--- config.mk ---
export PLATFORM = sky130hd
export DESIGN_NAME = uart_rx_ctrl
export DESIGN_NICKNAME = d
export VERILOG_FILES = /design/src/rtl/uart_rx_ctrl_pkg.sv /design/src/rtl/uart_rx_fifo.sv /design/src/rtl/uart_rx_ctrl.sv
export SDC_FILE = /design/constraint.sdc
export NUM_CORES = 1
export LEC_CHECK = 0
export ABC_AREA = 1
export BUFFER_PORTS_ARGS = -buffer_cell sky130_fd_sc_hd__clkbuf_2
export CELL_PAD_IN_SITES_DETAIL_PLACEMENT = 1
export CELL_PAD_IN_SITES_GLOBAL_PLACEMENT = 1
export CORE_MARGIN = 3
export CORE_UTILIZATION = 45
export CTS_BUF_LIST = sky130_fd_sc_hd__clkbuf_8
export DETAILED_ROUTE_END_ITERATION = 10
export HOLD_SLACK_MARGIN = 0.1
export PLACE_DENSITY_LB_ADDON = 0.1
export SYNTH_ARGS = -nofsm -noshare
export SYNTH_HDL_FRONTEND = slang
export SYNTH_SLANG_ARGS = --single-unit
--- constraint.sdc ---
create_clock -name clk -period 2.5 [get_ports clk]
set_clock_uncertainty 0.05 [all_clocks]
set_input_delay 0.125 -clock clk [delete_from_list [all_inputs] [get_ports clk]]
set_output_delay 0.125 -clock clk [all_outputs]
set_load 0.05 [all_outputs]
--- src/rtl/uart_rx_ctrl_pkg.sv ---
// uart_rx_ctrl_pkg: capture FSM encoding, drop counter width and level-width helper
package uart_rx_ctrl_pkg;

    typedef enum logic {
        IDLE = 1'b0,
        ACK  = 1'b1
    } cap_state_e;

    localparam int DROP_COUNT_W = 8;

    function automatic int level_w(input int depth);
        return $clog2(depth) + 1;
    endfunction

endpackage

--- src/rtl/uart_rx_fifo.sv ---
// uart_rx_fifo: synchronous show-ahead FIFO; storage is not reset, only pointers and level
module uart_rx_fifo
    import uart_rx_ctrl_pkg::*;
#(
    parameter int WIDTH = 8,
    parameter int DEPTH = 4
) (
    input  logic                      clk,
    input  logic                      resetn,
    input  logic                      push_i,
    input  logic [WIDTH-1:0]          data_i,
    input  logic                      pop_i,
    output logic [WIDTH-1:0]          data_o,
    output logic                      full_o,
    output logic                      empty_o,
    output logic [level_w(DEPTH)-1:0] level_o
);

    localparam int AW = $clog2(DEPTH);
    localparam int LW = level_w(DEPTH);

    logic [WIDTH-1:0] mem_q [DEPTH];
    logic [AW-1:0]    wr_ptr_q, rd_ptr_q;
    logic [LW-1:0]    level_q;
    logic             push_ok, pop_ok;

    assign full_o  = level_q == LW'(DEPTH);
    assign empty_o = level_q == '0;
    assign level_o = level_q;
    assign data_o  = mem_q[rd_ptr_q];
    assign pop_ok  = pop_i && !empty_o;
    // a pop on a full FIFO frees the slot the push lands in
    assign push_ok = push_i && (!full_o || pop_ok);

    always_ff @(posedge clk) begin
        if (push_ok) mem_q[wr_ptr_q] <= data_i;
    end

    always_ff @(posedge clk) begin
        if (!resetn) begin
            wr_ptr_q <= '0;
            rd_ptr_q <= '0;
            level_q  <= '0;
        end else begin
            wr_ptr_q <= push_ok ? wr_ptr_q + AW'(1) : wr_ptr_q;
            rd_ptr_q <= pop_ok ? rd_ptr_q + AW'(1) : rd_ptr_q;
            level_q  <= level_q + LW'(push_ok) - LW'(pop_ok);
        end
    end

endmodule

--- src/rtl/uart_rx_ctrl.sv ---
// uart_rx_ctrl: acknowledges receiver bytes, buffers them, and drives RTS, overrun and IRQ
module uart_rx_ctrl
    import uart_rx_ctrl_pkg::*;
#(
    parameter int PAYLOAD_BITS  = 8,
    parameter int FIFO_DEPTH    = 4,
    parameter int RTS_THRESHOLD = FIFO_DEPTH - 1
) (
    input  logic                           clk,
    input  logic                           resetn,
    input  logic                           rx_valid,
    input  logic [PAYLOAD_BITS-1:0]        rx_data,
    input  logic                           rx_rts,
    output logic                           rx_read,
    output logic                           uart_rts,
    output logic [PAYLOAD_BITS-1:0]        data_out,
    output logic                           data_avail,
    input  logic                           data_pop,
    output logic [level_w(FIFO_DEPTH)-1:0] fifo_level,
    output logic                           overrun,
    output logic [DROP_COUNT_W-1:0]        drop_count,
    input  logic                           clr_overrun,
    input  logic                           irq_en,
    output logic                           irq
);

    localparam int LW = level_w(FIFO_DEPTH);

    cap_state_e              state_q;
    logic                    rx_read_q, uart_rts_q, irq_q, overrun_q, overrun_d;
    logic [DROP_COUNT_W-1:0] drop_count_q, drop_count_d, cnt_base;
    logic                    capture, full, empty, drop;

    assign capture = state_q == IDLE && rx_valid;
    assign drop    = capture && full && !data_pop;

    uart_rx_fifo #(
        .WIDTH(PAYLOAD_BITS),
        .DEPTH(FIFO_DEPTH)
    ) u_fifo (
        .clk    (clk),
        .resetn (resetn),
        .push_i (capture),
        .data_i (rx_data),
        .pop_i  (data_pop),
        .data_o (data_out),
        .full_o (full),
        .empty_o(empty),
        .level_o(fifo_level)
    );

    // a drop coinciding with a clear restarts the count at one
    always_comb begin
        cnt_base     = clr_overrun ? '0 : drop_count_q;
        drop_count_d = drop ? (cnt_base == '1 ? cnt_base : cnt_base + 1'b1) : cnt_base;
        overrun_d    = drop || (overrun_q && !clr_overrun);
    end

    always_ff @(posedge clk) begin
        if (!resetn) begin
            state_q   <= IDLE;
            rx_read_q <= 1'b0;
        end else begin
            state_q   <= capture ? ACK : IDLE;
            rx_read_q <= capture;
        end
    end

    always_ff @(posedge clk) begin
        if (!resetn) begin
            overrun_q    <= 1'b0;
            drop_count_q <= '0;
            uart_rts_q   <= 1'b1;
            irq_q        <= 1'b0;
        end else begin
            overrun_q    <= overrun_d;
            drop_count_q <= drop_count_d;
            uart_rts_q   <= rx_rts || fifo_level >= LW'(RTS_THRESHOLD);
            irq_q        <= irq_en && (!empty || overrun_q);
        end
    end

    assign rx_read    = rx_read_q;
    assign uart_rts   = uart_rts_q;
    assign data_avail = !empty;
    assign overrun    = overrun_q;
    assign drop_count = drop_count_q;
    assign irq        = irq_q;

endmodule

==> results of run 1 <==
==> metal layers <==
metal | wire length, um | GRT usage | part of all wire | up-vias
met1 | 2070 | 0.202 | 0.41 | 850
li1 | - | - | - | 891
met2 | 2750 | 0.332 | 0.54 | 33
met5 | 0 | 0 | 0 | -
met3 | 187 | 0.0431 | 0.037 | 10
met4 | 63 | 0.0481 | 0.012 | 0
==> power breakdown <==
group	switching [mW]	internal, mW	leakage, nW
registers	0.0638	1.01	0.464
logic	0.668	0.234	0.726
clock network	0.288	0.199	0.0445
total	1.02	1.45	1.23
==> cell usage after synthesis, types with 2 or more instances <==
| cell | number | area (um2) |
|---|---|---|
| inv_2 | 2 | 7.51 |
| nand3_1 | 6 | 30.0 |
| nor2_4 | 5 | 56.3 |
| nand2_2 | 3 | 18.8 |
| nand3_4 | 2 | 35.0 |
| inv_1 | 33 | 124 |
| buf_2 | 3 | 15.0 |
| a21oi_1 | 8 | 40.0 |
| dfxtp_1 | 21 | 420 |
| nor2_2 | 3 | 18.8 |
| o21ai_0 | 23 | 115 |
| ha_1 | 8 | 100 |
| edfxtp_1 | 32 | 961 |
| nor2_1 | 36 | 135 |
| nand4_1 | 3 | 18.8 |
| o22ai_1 | 8 | 50.1 |
| nand2_1 | 27 | 101 |
| nand2_4 | 2 | 22.5 |
==> cells by family after synthesis <==
kind of cell	synth area share
adders and majority gates	0.0502
AOI/OAI and AO/OA	0.101
and+or+nand+nor	0.200
buffers and inverters	0.0675
DFF	0.577
xor gates and xnor gates	0.00366
==> sequential cells by signal, indices dropped and copies added, names as in the netlist, named ones only <==
name	cells
irq	1
uart_rts	1
u_fifo.mem_q	32
u_fifo.level_o	3
u_fifo.wr_ptr_q	2
state_q	1
drop_count	8
u_fifo.rd_ptr_q	2
overrun	1
==> worst max-delay path, delay by kind of cell, from the launching register on <==
kind | cells | cell delay (ns)
simple gates | 2 | 0.12
compound gates | 1 | 0.24
buf+inv | 2 | 0.11
xor+xnor | 1 | 0.14
fa+ha+maj | 3 | 0.78
flops | 1 | 0.47
==> how the worst max path moves through the flow <==
stage / end / slack (ns)
3_3_place_gp: u_fifo.level_o[2] / 0.57
4_1_cts: u_fifo.level_o[2] / 0.49
6_report: u_fifo.level_o[2] / 0.50
2_1_floorplan: u_fifo.level_o[2] / 0.32
3_5_place_dp: u_fifo.level_o[2] / 0.50
5_1_grt: u_fifo.level_o[2] / 0.31
==> repair_timing <==
action,4_1_cts,5_1_grt
setup endpoints to repair,0,0
hold endpoints to repair,34,0
hold buffers,10,0
==> final cells by class <==
type | instances | area (um2) | share of cell area
Sequential cell | 53 | 1380 | 0.482
Multi-Input combinational cell | 144 | 850 | 0.297
Timing Repair Buffer | 53 | 328 | 0.114
Inverter | 35 | 131 | 0.0459
Tap cell | 67 | 83.8 | 0.0293
Clock buffer | 5 | 68.8 | 0.0240
Clock inverter | 3 | 21.3 | 0.00743
==> flow_metrics.tcl, run 1 <==
set metrics [dict create \
    outcome "finished, final reports clean" \
    gr-total-overflow 0 \
    ys.flop_type "edfxtp_1" \
    grt_max_degree 18 \
    fin_crit_sh 0.799 \
    final_antenna_net_count 0 \
    diodes 0 \
    path_max_fanout 5 \
    place_area_um2 2670 \
    wl_um 5070 \
    rsz0062_at_grt "no" \
    die_area_um2 6230 \
    fin_area_um2 2860 \
    viasPerCell 4.96 \
    arrival_ns 2.15 \
    clock_latency_ns 0.31 \
    final_cells 360 \
    syn_inst 236 \
    vdd_drop_max_uv 533 \
    std_cell_rows 25 \
    fp.dieH_um 78.9 \
    r2r-end "u_fifo.level_o[2]" \
    cts_root_buf "clkbuf_8" \
    placed_cells 342 \
    synth-edff-count 32 \
    ys_seq_area_frac 0.577 \
    setup_viol_count_final 0 \
    ys_seq_elements 53 \
    ios 39 \
    syn_to_final_growth_pct 19.7 \
    syn_nets 260 \
    slew_headroom 0.692 \
    p_total_mw 2.47 \
    grt_pass1_wl_um 8510 \
    portBuffers 38 \
    track_usage 0.178 \
    route.detailed.drc 0 \
    p_per_area_nw_per_um2 861 \
    avgSynthCellArea_um2 10.1 \
    cpMaxStageDelayCell "dfxtp_1" \
    end_kind "flip-flop" \
    routabilityCongestion 0.764 \
    dp_slack_ns 0.497 \
    cts_tree "built" \
    fin_nets 316 \
    utilization 0.579 \
    grt_pass1_vias 1828 \
    hold_end "drop_count[2]" \
    start_util 0.484 \
    dp_hpwl_um 3700 \
    tightestPinTransition_ns 0.461 \
    start_kind "flip-flop" \
    critPathLaunch "u_fifo.level_o[1]" \
    first_pass_iters 4 \
    yosys_warnings 0 \
    fillCellCount 580 \
    die-width_um 78.9 \
    cap_viol_max_count 0 \
    numCtsBuffers 5 \
    vias 1784 \
    cts_sinks 53 \
    path_class "flip-flop to flip-flop" \
    holdCritPathClass "input pin to flip-flop" \
    min_from "clr_overrun" \
    rrSetupSlack_ns 0.50 \
    worstRegToRegCells 9 \
    grt_antenna_before_repair 0 \
    drive_gt1_frac 0.249 \
    wl_per_cell_um 14.1 \
    fp.coreArea_um2 4940 \
    drt-initial-drc-count 73 \
    synth_area_um2 2390 \
    fmaxAchievable_ghz 0.501 \
    worst_slack_ns 0.502 \
    hold_slack_ns 0.105 \
    max_stage_delay_ns 0.47 \
    finalHoldViolations 0 \
    cts_resized 0 \
    regToRegStartpoint "u_fifo.level_o[1]" \
    clock_path_buffers 2 \
    maxSlewViolCount 0 \
    post_cts_buffers 0 \
    path_clk_slew_ns 0.10 \
    ys_types 29 \
    final_common_cell "clkbuf_2" \
    synth_async_sr_flop_share 0 \
    critPathRequiredTime_ns 2.65 \
    final_cell_mix "38 x clkbuf_2, 36 x nor2_1, 33 x inv_1" \
    final.min_clock_period_ns 2.00 \
    h-tree-depth 2 \
    p_leak_nw 1.23 \
    crit_chain "nor2_4 > a21boi_2 > ha_1 > inv_1 > ha_1 > inv_1 > fa_1 > xor2_1 > nor2_1" \
    hold_depth 3 \
    fin_tns_setup_ns 0 \
]
Note: power is estimated with default switching activity, not from simulation.
==> run 2: changes to the inputs <==
- clock period: 2.5 -> 1.9 ns (I/O delays scaled with it)
==> run 2 against run 1 <==
  * Die area did not move
  * Sequential power rose by 32%
  * First-iteration DRC count down 38%
  * Via count is 3.9% higher
  * Routed wire length is 7.1% higher
  * Clock power increased by 55%
  * Global-route usage is 0.50 points higher
  * Combinational power up 60%
  * Critical path depth unchanged
  * Largest cell class unchanged
==> flow_metrics.tcl, run 2 (synthesized netlist as in run 1, its figures left out) <==
set metrics [dict create \
    die-width_um 78.9 \
    grt_pass1_vias 1876 \
    maxSlewViolCount 0 \
    wl_per_cell_um 14.6 \
    vdd_drop_max_uv 889 \
    wl_um 5430 \
    cts_root_buf "clkbuf_8" \
    crit_chain "nor2_4 > a21boi_4 > ha_4 > inv_2 > ha_4 > inv_2 > fa_2 > xor2_1 > nor2_1" \
    viasPerCell 4.98 \
    final_common_cell "clkbuf_2" \
    hold_slack_ns 0.146 \
    die_area_um2 6230 \
    fin_nets 328 \
    final_cell_mix "38 x clkbuf_2, 36 x nor2_1, 32 x edfxtp_1" \
    slew_headroom 0.769 \
    grt_pass1_wl_um 8790 \
    largest_register "u_fifo.mem_q" \
    syn_to_final_growth_pct 26.6 \
    regToRegStartpoint "u_fifo.level_o[1]" \
    fp.dieH_um 78.9 \
    h-tree-depth 2 \
    outcome "finished, final reports clean" \
    crit_family "adder cells" \
    clock_path_buffers 2 \
    drt-initial-drc-count 45 \
    grt_max_degree 17 \
    setup_viol_count_final 0 \
    cpMaxStageDelayCell "dfxtp_4" \
    fin_tns_setup_ns 0 \
    drive_gt1_frac 0.305 \
    place_area_um2 2700 \
    ios 39 \
    portBuffers 38 \
    route.detailed.drc 0 \
    p_per_area_nw_per_um2 1200 \
    fp.coreArea_um2 4940 \
    fin_area_um2 3030 \
    fmaxAchievable_ghz 0.542 \
    p_leak_nw 1.31 \
    arrival_ns 1.99 \
    endpoint "u_fifo.level_o[2]" \
    worstRegToRegCells 9 \
    r2r-end "u_fifo.level_o[2]" \
    cts_sinks 53 \
    path_class "flip-flop to flip-flop" \
    path_clk_slew_ns 0.09 \
    final.min_clock_period_ns 1.84 \
    std_cell_rows 25 \
    path_buf_inv 2 \
    dp_hpwl_um 3720 \
    path_max_fanout 4 \
    first_pass_iters 4 \
    seqCellArea_um2 1390 \
    end_kind "flip-flop" \
    diodes 0 \
    cap_viol_max_count 0 \
    finalHoldViolations 0 \
    final_antenna_net_count 0 \
    multiInputGateArea_um2 885 \
    clock_latency_ns 0.30 \
    max_stage_delay_ns 0.37 \
    start_kind "flip-flop" \
    start_util 0.484 \
    p_total_mw 3.63 \
    fin_crit_sh 0.971 \
    tightestPinTransition_ns 0.346 \
    numCtsBuffers 5 \
    holdCritPathClass "input pin to flip-flop" \
    vias 1854 \
    fillCellCount 581 \
    critPathRequiredTime_ns 2.05 \
    track_usage 0.183 \
    gr-total-overflow 0 \
    largest_reg_flops 32 \
    critPathLaunch "u_fifo.level_o[1]" \
    rrSetupSlack_ns 0.06 \
    routabilityCongestion 0.769 \
    cts_tree "built" \
    crit_cells 9 \
    grt_antenna_before_repair 0 \
]
run 2: cell types whose count changed in the layout (fill, tap and decap cells not counted), moves of 2 or more:
cell / before / now
ha_4: 0 / 2
ha_1: 8 / 6
inv_2: 2 / 5
inv_1: 33 / 30
buf_4: 5 / 16
dfxtp_1: 21 / 18
dfxtp_4: 0 / 3
run 2: layout make-up:
class,instances,share of cell area
multi-input cells,144,0.292
well taps,67,0.0277
inverters,35,0.0446
clock buffers,5,0.0227
flip-flops and latches,53,0.460
clock inverters,3,0.0140
repair buffers,65,0.139
run 2: worst min path at each step:
stage          startpoint           endpoint  slack, ns  cells after the start
2_1_floorplan      rx_rts           uart_rts       0.14                      2
3_3_place_gp       rx_rts           uart_rts       0.25                      3
3_5_place_dp       rx_rts           uart_rts       0.25                      3
4_1_cts            resetn  u_fifo.level_o[0]       0.14                      3
5_1_grt            resetn  u_fifo.level_o[0]       0.16                      3
6_report           resetn  u_fifo.level_o[0]       0.15                      3
run 2: per-stage QoR:
stage                     worst slack [ns]   util  cells
after global routing               -0.0442  0.613    372
final                               0.0560  0.613    372
after CTS                          0.00614  0.593    363
after detailed placement           -0.0261  0.546    344
after floorplan                     0.0193      -    236
after global placement              0.0430  0.546    344
run 2: where the power goes:
group          total (mW)  internal, mW  leakage, nW  switching (mW)
registers            1.43          1.35        0.466          0.0846
clock network       0.753         0.390       0.0595           0.362
logic                1.44         0.464        0.783           0.976
total                3.63          2.20         1.31            1.42
run 2: worst reg2reg max path, delay by kind of cell, from the launching register on:
family,cells,cell delay [ns]
fa+ha+maj,3,0.73
flops,1,0.37
simple gates,2,0.22
xor+xnor,1,0.18
buf+inv,2,0.10
compound gates,1,0.09
run 2: what timing repair did:
| action | in CTS | in global routing |
|---|---|---|
| endpoints found under the setup margin | 2 | 6 |
| setup buffers | 0 | 9 |
| hold endpoints to repair | 36 | 0 |
| gates resized for setup | 1 | 8 |
| hold buffers | 11 | 0 |
| pin swaps | 0 | 7 |
run 2: routing by layer:
metal,vias up,track usage,wire (um)
met4,0,0.0670,103
met3,9,0.0306,192
li1,916,-,-
met2,32,0.346,2880
met5,-,0,0
met1,897,0.205,2250
